`src/rtl/i2c_reg_access_mstr_pkg.sv`:
```
// i2c_reg_access_mstr_pkg: shared encodings and helpers for the I2C register-access master
package i2c_reg_access_mstr_pkg;
  typedef enum logic [2:0] {
    M_WRITE = 3'b000,
    M_READ  = 3'b001,
    M_START = 3'b010,
    M_STOP  = 3'b100
  } mode_e;
  typedef enum logic [3:0] {
    S_IDLE, S_ST, S_WA, S_WS, S_WD, S_RS, S_WAR, S_RD, S_SP, S_FIN
  } seq_e;
  localparam logic C_WR = 1'b0;
  localparam logic C_RD = 1'b1;
  function automatic int f_div(input int f, input int b);
    return (f / (4 * b) < 1) ? 1 : f / (4 * b);
  endfunction
  function automatic logic [1:0] f_pad(input mode_e m, input logic [1:0] p, input logic d, input logic own);
    return m == M_START ? (p == 2'd0 ? {1'b1, ~own} : p == 2'd1 ? 2'b11 : {1'b0, ~p[0]}) :
           m == M_STOP  ? (p == 2'd0 ? 2'b00 : {p == 2'd3, 1'b1}) :
                          {d, p[1]};
  endfunction
endpackage

```
`src/rtl/i2c_reg_access_mstr_byte_core.sv`:
```
// i2c_byte_core: START/STOP/byte-level I2C engine with phase ticks and clock stretching
module i2c_byte_core
  import i2c_reg_access_mstr_pkg::*;
#(
  parameter int C_F_CK = 135_000_000,
  parameter int C_BPS  = 10_000_000
) (
  input  logic       CK_i,
  input  logic       RST_i,
  input  logic       REQ_i,
  input  mode_e      MODE_i,
  input  logic [7:0] TX_DAT_i,
  output logic       DONE_o,
  output logic [7:0] RX_DAT_o,
  output logic       RX_DAT_LT_o,
  output logic       ERR_o,
  output logic       SDAO_o,
  input  logic       SDAI_i,
  output logic       SCLO_o,
  input  logic       SCLI_i
);
  localparam int C_DIV = f_div(C_F_CK, C_BPS);
  localparam int CW = $clog2(C_DIV) + 1;
  logic act_q, own_q, sda_q, scl_q, done_q, lt_q, err_q;
  mode_e mode_q;
  logic [1:0] ph_q, pad_d;
  logic [3:0] bit_q, bit_d;
  logic [CW-1:0] cnt_q;
  logic [7:0] sh_q, sh_d, rx_q;
  logic stall, tick, fin;
  always_comb begin
    stall = act_q && !SCLI_i && (mode_q == M_START ? ph_q == 2'd1 : ph_q == 2'd2);
    tick = act_q && !stall && cnt_q == CW'(C_DIV - 1);
    fin = tick && ph_q == 2'd3 && (mode_q == M_START || mode_q == M_STOP || bit_q == 4'd8);
    bit_d = ph_q == 2'd3 ? bit_q + 4'd1 : bit_q;
    sh_d = (mode_q == M_WRITE && ph_q == 2'd3) ? {sh_q[6:0], 1'b0} :
           (mode_q == M_READ && ph_q == 2'd2 && bit_q < 4'd8) ? {sh_q[6:0], SDAI_i} : sh_q;
    pad_d = act_q ? f_pad(mode_q, ph_q + 2'd1, (mode_q == M_WRITE && bit_d < 4'd8) ? sh_d[7] : 1'b1, own_q)
                  : f_pad(MODE_i, 2'd0, MODE_i == M_WRITE ? TX_DAT_i[7] : 1'b1, own_q);
  end
  always_ff @(posedge CK_i) begin
    if (RST_i) begin
      act_q <= 1'b0;
      own_q <= 1'b0;
      sda_q <= 1'b1;
      scl_q <= 1'b1;
      done_q <= 1'b0;
      lt_q <= 1'b0;
      err_q <= 1'b0;
      mode_q <= M_START;
      ph_q <= '0;
      bit_q <= '0;
      cnt_q <= '0;
      sh_q <= '0;
      rx_q <= '0;
    end else begin
      done_q <= fin;
      lt_q <= fin && mode_q == M_READ;
      if (!act_q && REQ_i) begin
        act_q <= 1'b1;
        mode_q <= MODE_i;
        ph_q <= '0;
        bit_q <= '0;
        cnt_q <= '0;
        sh_q <= TX_DAT_i;
        err_q <= 1'b0;
        {sda_q, scl_q} <= pad_d;
      end else if (act_q) begin
        cnt_q <= stall ? cnt_q : tick ? '0 : cnt_q + CW'(1);
        if (tick) begin
          sh_q <= sh_d;
          bit_q <= bit_d;
          ph_q <= ph_q + 2'd1;
          if (mode_q == M_WRITE && ph_q == 2'd2 && bit_q == 4'd8 && SDAI_i) err_q <= 1'b1;
          if (fin) begin
            act_q <= 1'b0;
            own_q <= mode_q == M_START ? 1'b1 : mode_q == M_STOP ? 1'b0 : own_q;
            if (mode_q == M_READ) rx_q <= sh_q;
          end else {sda_q, scl_q} <= pad_d;
        end
      end
    end
  end
  assign DONE_o = done_q;
  assign RX_DAT_o = rx_q;
  assign RX_DAT_LT_o = lt_q;
  assign ERR_o = err_q;
  assign SDAO_o = sda_q;
  assign SCLO_o = scl_q;
endmodule

```
`src/rtl/i2c_reg_access_mstr.sv`:
```
// i2c_reg_access_mstr: sequencer running one I2C register write or read per request
module i2c_reg_access_mstr
  import i2c_reg_access_mstr_pkg::*;
#(
  parameter int C_F_CK = 135_000_000,
  parameter int C_BPS  = 10_000_000
) (
  input  logic       CK_i,
  input  logic       RST_i,
  input  logic       REQ_i,
  input  logic       RD_XWT_i,
  input  logic [6:0] SLV_ADRs_i,
  input  logic [7:0] SUB_ADRs_i,
  input  logic [7:0] TX_DATs_i,
  output logic [7:0] RX_DATs_o,
  output logic       DONE_o,
  output logic       BUSY_o,
  output logic       ERR_o,
  output logic       SDAO_o,
  input  logic       SDAI_i,
  output logic       SCLO_o,
  input  logic       SCLI_i
);
  seq_e st_q, st_n;
  mode_e cmode_q, md_n;
  logic rd_q, busy_q, done_q, err_q, creq_q;
  logic [6:0] slv_q;
  logic [7:0] sub_q, tx_q, rx_q, ctx_q, tx_n, crx;
  logic cdone, clt, cerr;
  i2c_byte_core #(.C_F_CK(C_F_CK), .C_BPS(C_BPS)) u_core (
    .CK_i(CK_i), .RST_i(RST_i), .REQ_i(creq_q), .MODE_i(cmode_q), .TX_DAT_i(ctx_q),
    .DONE_o(cdone), .RX_DAT_o(crx), .RX_DAT_LT_o(clt), .ERR_o(cerr),
    .SDAO_o(SDAO_o), .SDAI_i(SDAI_i), .SCLO_o(SCLO_o), .SCLI_i(SCLI_i)
  );
  always_comb begin
    st_n = cerr ? S_SP : st_q == S_ST ? S_WA : st_q == S_WA ? S_WS :
           st_q == S_WS ? (rd_q ? S_RS : S_WD) : st_q == S_RS ? S_WAR :
           st_q == S_WAR ? S_RD : st_q == S_SP ? S_FIN : S_SP;
    md_n = st_n == S_RS ? M_START : st_n == S_RD ? M_READ : st_n == S_SP ? M_STOP : M_WRITE;
    tx_n = st_n == S_WS ? sub_q : st_n == S_WD ? tx_q : {slv_q, st_n == S_WAR ? C_RD : C_WR};
  end
  always_ff @(posedge CK_i) begin
    if (RST_i) begin
      st_q <= S_IDLE;
      cmode_q <= M_START;
      rd_q <= 1'b0;
      busy_q <= 1'b0;
      done_q <= 1'b0;
      err_q <= 1'b0;
      creq_q <= 1'b0;
      slv_q <= '0;
      sub_q <= '0;
      tx_q <= '0;
      rx_q <= '0;
      ctx_q <= '0;
    end else begin
      creq_q <= 1'b0;
      done_q <= 1'b0;
      if (clt) rx_q <= crx;
      case (st_q)
        S_IDLE: if (REQ_i) begin
          rd_q <= RD_XWT_i;
          slv_q <= SLV_ADRs_i;
          sub_q <= SUB_ADRs_i;
          tx_q <= TX_DATs_i;
          err_q <= 1'b0;
          busy_q <= 1'b1;
          creq_q <= 1'b1;
          cmode_q <= M_START;
          st_q <= S_ST;
        end
        S_FIN: begin
          done_q <= 1'b1;
          busy_q <= 1'b0;
          st_q <= S_IDLE;
        end
        default: if (cdone) begin
          if (cerr) err_q <= 1'b1;
          st_q <= st_n;
          creq_q <= st_n != S_FIN;
          cmode_q <= md_n;
          ctx_q <= tx_n;
        end
      endcase
    end
  end
  assign RX_DATs_o = rx_q;
  assign DONE_o = done_q;
  assign BUSY_o = busy_q;
  assign ERR_o = err_q;
endmodule

```
`config.mk`:
```
export PLATFORM = sky130hd
export DESIGN_NAME = i2c_reg_access_mstr
export DESIGN_NICKNAME = d
export VERILOG_FILES = /design/src/rtl/i2c_reg_access_mstr_pkg.sv /design/src/rtl/i2c_reg_access_mstr_byte_core.sv /design/src/rtl/i2c_reg_access_mstr.sv
export SDC_FILE = /design/constraint.sdc
export NUM_CORES = 1
export LEC_CHECK = 0
export ABC_AREA = 1
export CELL_PAD_IN_SITES_DETAIL_PLACEMENT = 0
export CELL_PAD_IN_SITES_GLOBAL_PLACEMENT = 2
export CORE_MARGIN = 4
export CORE_UTILIZATION = 35
export DETAILED_ROUTE_END_ITERATION = 8
export GPL_ROUTABILITY_DRIVEN = 0
export PLACE_DENSITY = 0.95
export SYNTH_ARGS = -nofsm -noshare
export SYNTH_HDL_FRONTEND = slang
export SYNTH_HIERARCHICAL = 1
export SYNTH_SLANG_ARGS = --single-unit
```
`constraint.sdc`:
```
create_clock -name CK_i -period 3.08 [get_ports CK_i]
set_input_delay 0.924 -clock CK_i [delete_from_list [all_inputs] [get_ports CK_i]]
set_output_delay 0.924 -clock CK_i [all_outputs]
set_load 0.005 [all_outputs]
```
### Word level (Yosys, flattened, before mapping)

Index checks and enable logic that the tools add are counted.

* bits in registers: 86
* input port bits: 29
* output and inout bits: 13

* $add $sub $neg: 3
* order comparisons: 2
* equal/unequal tests: 28
* multiplexer cells: 62
* bitwise operators: 6
* reduce and logical (&&, ||, !) cells: 48

Operators by type and width (number)
* two-way mux 8 bit: 7
* two-way mux 4 bit: 9
* two-way mux 1 bit: 27
* == test 4 x 3 -> 1 bit, second input constant: 6
* two-way mux 3 bit: 6
* == test 4 bit, second input constant: 4
* two-way mux 2 bit: 8
* logical AND 1 bit: 15
* AND reduction 2 bit: 7
* == test 4 x 2 -> 1 bit, second input constant: 3
* AND reduction 3 bit: 4
* nonzero test 2 bit: 6
* AND reduction 5 bit: 2
* == test 3 x 2 -> 1 bit, second input constant: 3
* < comparator 4 bit, second input constant: 2
* one-hot mux 4 bit (2 select lines): 1
* == test 2 bit, second input constant: 3
* == test 3 bit, second input constant: 2
* logical NOT 3 bit: 2
* NOT 1 bit: 6
* one-hot mux 1 bit (2 select lines): 3
* one-hot mux 3 bit (2 select lines): 1
* nonzero test 3 bit: 2
* adder 4 x 1 -> 4 bit, second input constant: 1
* other kinds (13): 19

### Depth between registers and ports, before layout

* depth after elaboration: 14
* mapped depth: 12

### By module

The synthesis kept the hierarchy.

Modules (own cells, without submodules)
* i2c_reg_access_mstr: times used 1, cells an instance 286, area each 2168.3 um2, seq. area each 1021.0 um2
* i2c_byte_core: times used 1, cells an instance 258, area each 1844.3 um2, seq. area each 700.7 um2

### Worst setup path before layout

Ideal clock, no wire load.

* path type: input to register
* from: in SCLI_i
* to: reg u_core.sda_q (netlist: u_core/SDAO_o)
* setup time: 0.134 ns
* arrival: 1.635 ns
* data required time: 2.946 ns
* slack: 1.311 ns
* cell stages on the path: 9
* cells stage by stage: inv_1 nand3_4 nand3_1 buf_6 nor2_4 nand2_1 nand2_1 nand2_1 nand3_1

* word-level cells in the longest chain between the ends: 10

Ends and longest elaborated chain
* start, declared: RTL line i2c_reg_access_mstr.sv:22 `input logic SCLI_i`
* logical NOT 1 bit (*): RTL line i2c_reg_access_mstr_byte_core.sv:32 `stall = act_q && !SCLI_i && (mode_q == M_START ? ph_q == 2'd1 : ph_q == 2'd2);`
* logical AND 1 bit (*) (2 in series): RTL line i2c_reg_access_mstr_byte_core.sv:32
* logical NOT 1 bit (*): RTL line i2c_reg_access_mstr_byte_core.sv:33 `tick = act_q && !stall && cnt_q == CW'(C_DIV - 1);`
* logical AND 1 bit (*) (2 in series): RTL line i2c_reg_access_mstr_byte_core.sv:33
* logical AND 1 bit (2 in series): RTL line i2c_reg_access_mstr_byte_core.sv:34 `fin = tick && ph_q == 2'd3 && (mode_q == M_START || mode_q == M_STOP || bit_q == 4'd8);`
* != test 2 bit (no line)
* AND reduction 3 bit (no line) (*)
* end signal, assigned: RTL line i2c_reg_access_mstr_byte_core.sv:67 `{sda_q, scl_q} <= pad_d;`
* end signal, assigned: RTL line i2c_reg_access_mstr_byte_core.sv:79 `end else {sda_q, scl_q} <= pad_d;`
* end, declared: RTL line i2c_reg_access_mstr_byte_core.sv:24 `logic act_q, own_q, sda_q, scl_q, done_q, lt_q, err_q;`

Mark *: on every way between the ends. The rest lies on a longest branch, timed or not.
A chain may end at the register's enable or synchronous reset.

### Worst setup path in the final report

* from: in SCLI_i
* to: reg u_core.sh_q[1]

* word-level cells in the longest chain between the ends: 8

Ends and longest elaborated chain
* logical NOT 1 bit: RTL line i2c_reg_access_mstr_byte_core.sv:32
* logical AND 1 bit (2 in series): RTL line i2c_reg_access_mstr_byte_core.sv:32
* logical NOT 1 bit: RTL line i2c_reg_access_mstr_byte_core.sv:33
* logical AND 1 bit (2 in series): RTL line i2c_reg_access_mstr_byte_core.sv:33
* nonzero test 2 bit (no line)
* AND reduction 3 bit (no line)
* end signal, assigned: RTL line i2c_reg_access_mstr_byte_core.sv:65 `sh_q <= TX_DAT_i;`
* end, declared: RTL line i2c_reg_access_mstr_byte_core.sv:29 `logic [7:0] sh_q, sh_d, rx_q;`

Every way passes these cells.

==> flow_metrics.tcl <==
set metrics [dict create \
    status "finished, final reports clean" \
    cts.clk_slew.worst_paths_ns 0.06 \
    overflow 0 \
    die_h_um 115 \
    synth-edff-count 0 \
    comb_power_share_pct 11.0 \
    ys_seq_elements 86 \
    leakagePower_nw 1.99 \
    fillCellCount 1158 \
    fin_area_um2 4870 \
    rows 38 \
    wirelength_um 9040 \
    rsz0062_at_grt "no" \
    synth_nets 582 \
    reg2reg_depth 10 \
    min_path_cells 2 \
    relSlewSlack_pct 62.5 \
    path_common_cell "inv_1" \
    wl_per_cell_um 12.4 \
    clkPwrFrac_pct 44.4 \
    finClkSkew_ns 0.00624 \
    dp_cells 712 \
    grtUsageTotal_pct 14.4 \
    power.density_nw_per_um2 545 \
    synth_ff_type "dfxtp_1" \
    async_flop_share_pct 0 \
    crit_arrival_ns 2.42 \
    crit_slowest_cell "clkdlybuf4s50_1" \
    dp_hpwl_um 6710 \
    pwr-share-seq_pct 44.6 \
    cts_inserted_buffers 9 \
    rr_startpoint "u_core/ph_q[1]" \
    vias 3480 \
    endpoint_kind "flip-flop" \
    post_cts_resized 0 \
    drc_errors 0 \
    final_cell_count_no_fill 728 \
    vdd_drop_max_uv 329 \
    fp.dieW_um 115 \
    cts_tree "yes" \
    hp-class "reg -> reg" \
    drt_iter0_drc 186 \
    clockBufferDepth 2 \
    setup_viol 0 \
    clk_latency_ns 0.33 \
    netSwitchingFraction_pct 24.2 \
    first_pass_iters 5 \
    synth_area_leaders "dfxtp_1, a21oi_1, nand2_1, o21ai_0, inv_1" \
    postRouteAntennaNets 0 \
    synth.distinct_cells 40 \
    yosysTopAreaCell "dfxtp_1" \
    start_util_pct 36.4 \
    die_area_um2 13200 \
    cts-root-buf "clkbuf_16" \
    cp.required_ns 3.29 \
    holdWs_ns 0.454 \
    antenna_found_initial 0 \
    n_antenna_cell 0 \
    seq_area_frac_synth_pct 42.9 \
    cts_setup_buffers 0 \
    yosysWarnings 6 \
    worstPathCellList "clkdlybuf4s50_1, inv_1, nand3_4, nand3_1, nor2_2, inv_1, nand2_1, a21oi_1" \
    synth_top_area_share_pct 42.9 \
    portBuffers 41 \
    cpPeakStageDelay_ns 0.46 \
    hold_viol_final 0 \
    htreeDepth 3 \
    syn-mean-instance-area_um2 7.38 \
    r2r_end "u_core/sh_q[1]" \
    finalWorstSetupSlack_ns 0.871 \
    viasPerCell 4.78 \
    p_total_mw 2.65 \
    hold_end "tx_q[0]" \
    p_switching_mw 0.642 \
    ctsHoldBuffers 0 \
    yosysMostFrequentCell "nand2_1" \
    finalCriticalPeriod_ns 2.21 \
    tns_ns 0 \
    report.final.slew_viol_count 0 \
    tightest_slew_ns 0.560 \
    synth_commonest_cells "nand2_1, dfxtp_1, a21oi_1" \
    period_share_pct 71.7 \
    drv_cap 0 \
    grt_start_max_net_pins 42 \
    syn2layout_area_growth_pct 21.3 \
    final_nets 621 \
    grt_pass1_vias 3476 \
    io-pin-count 42 \
    crit_type "in -> reg" \
    critPathMaxFanout 9 \
    cp-start-kind "input port" \
    fin_util_pct 44.1 \
    hold_path.startpoint "tx_q[0]" \
    layout-drive-gt1-share_pct 9.01 \
    core_area_um2 11000 \
    clkSinkCount 86 \
    dpl_worst_slack_ns 0.508 \
    syn_area_um2 4010 \
    power.internal_mw 2.01 \
    syn_inst 544 \
    r2r_slack_ns 1.07 \
    fmax_ghz 0.453 \
    grt_pass1_wl_um 15800 \
    placed_cell_area_um2 4530 \
]
-- routing by layer --
metal,vias up,global-route usage [%],part of all wire [%]
met2,55,23.8,46
met3,9,3.74,3.1
met1,1553,18.8,50
li1,1863,-,-
met5,-,0,0
met4,0,3.60,0.86
-- critical path: cells and delay by family --
kind,cells,cell delay (ns)
compound gates,1,0.06
buf+inv,3,0.68
simple gates,4,0.75
-- final cells by class --
class / instances / area (um^2) / share of cell area, %
clock buffer: 10 / 239 / 4.91
clock inverter: 6 / 93.8 / 1.93
inverter: 69 / 259 / 5.32
multi-input combinational: 370 / 1920 / 39.5
sequential: 86 / 1720 / 35.4
tap: 140 / 175 / 3.60
timing repair buffer: 47 / 455 / 9.36
-- power groups by stage --
stage          clock network [mW]  logic [mW]  registers [mW]
5_1_grt                      1.25       0.332            1.19
3_3_place_gp                    0       0.288            1.21
6_report                     1.18       0.292            1.18
4_1_cts                      1.21       0.294            1.18
3_5_place_dp                    0       0.293            1.21
2_1_floorplan                   0       0.198            1.20
-- how the worst max path moves through the flow --
stage               startpoint        endpoint  slack [ns]  depth (start not counted)
floorplan               SCLI_i   u_core/SDAO_o        1.31                          9
detailed placement      SCLI_i  u_core/sh_q[2]        0.51                          8
global route            SCLI_i  u_core/sh_q[3]        0.69                          8
finish                  SCLI_i  u_core/sh_q[1]        0.87                          8
CTS                     SCLI_i  u_core/sh_q[2]        0.86                          8
global placement        SCLI_i  u_core/sh_q[3]        0.56                          8
-- cells in the final DEF, fill, tap and decap left out, types with 2 or more instances in the layout --
master / Yosys / layout
nor3_1: 3 / 3
a21oi_1: 71 / 71
clkbuf_16: 0 / 9
clkinv_4: 0 / 2
o21ai_2: 2 / 2
nand3_1: 35 / 35
inv_1: 62 / 62
nor2_1: 56 / 56
nor2_2: 4 / 4
nand2_2: 3 / 3
clkdlybuf4s50_1: 0 / 41
ha_1: 9 / 9
nand2_4: 2 / 2
nand3_2: 3 / 3
bufinv_16: 0 / 2
nor2_4: 5 / 5
nand2_1: 94 / 94
buf_4: 0 / 6
a211oi_1: 2 / 2
a21boi_0: 6 / 6
dfxtp_1: 86 / 86
inv_2: 6 / 6
nand4_1: 10 / 10
o21ai_0: 49 / 49
o211ai_1: 2 / 2
-- flip-flops by register name, indices dropped and copies added, names as in the netlist, 2 cells and up --
signal           cells
RX_DATs_o            8
ctx_q                8
sub_q                8
tx_q                 8
u_core/RX_DAT_o      8
u_core/sh_q          8
slv_q                7
st_q                 4
u_core/bit_q         4
cmode_q              3
u_core/cnt_q         3
u_core/mode_q        3
u_core/ph_q          2
-- cell families after synthesis --
group           after synthesis  synth area share [%]
fa+ha+maj                     9                  2.81
buf+inv                      88                  9.20
compound gates              137                  18.3
simple gates                222                  26.3
mux                           1                 0.249
xor+xnor                      1                 0.218
flops                        86                  42.9
(Power assumes the default switching activity.)
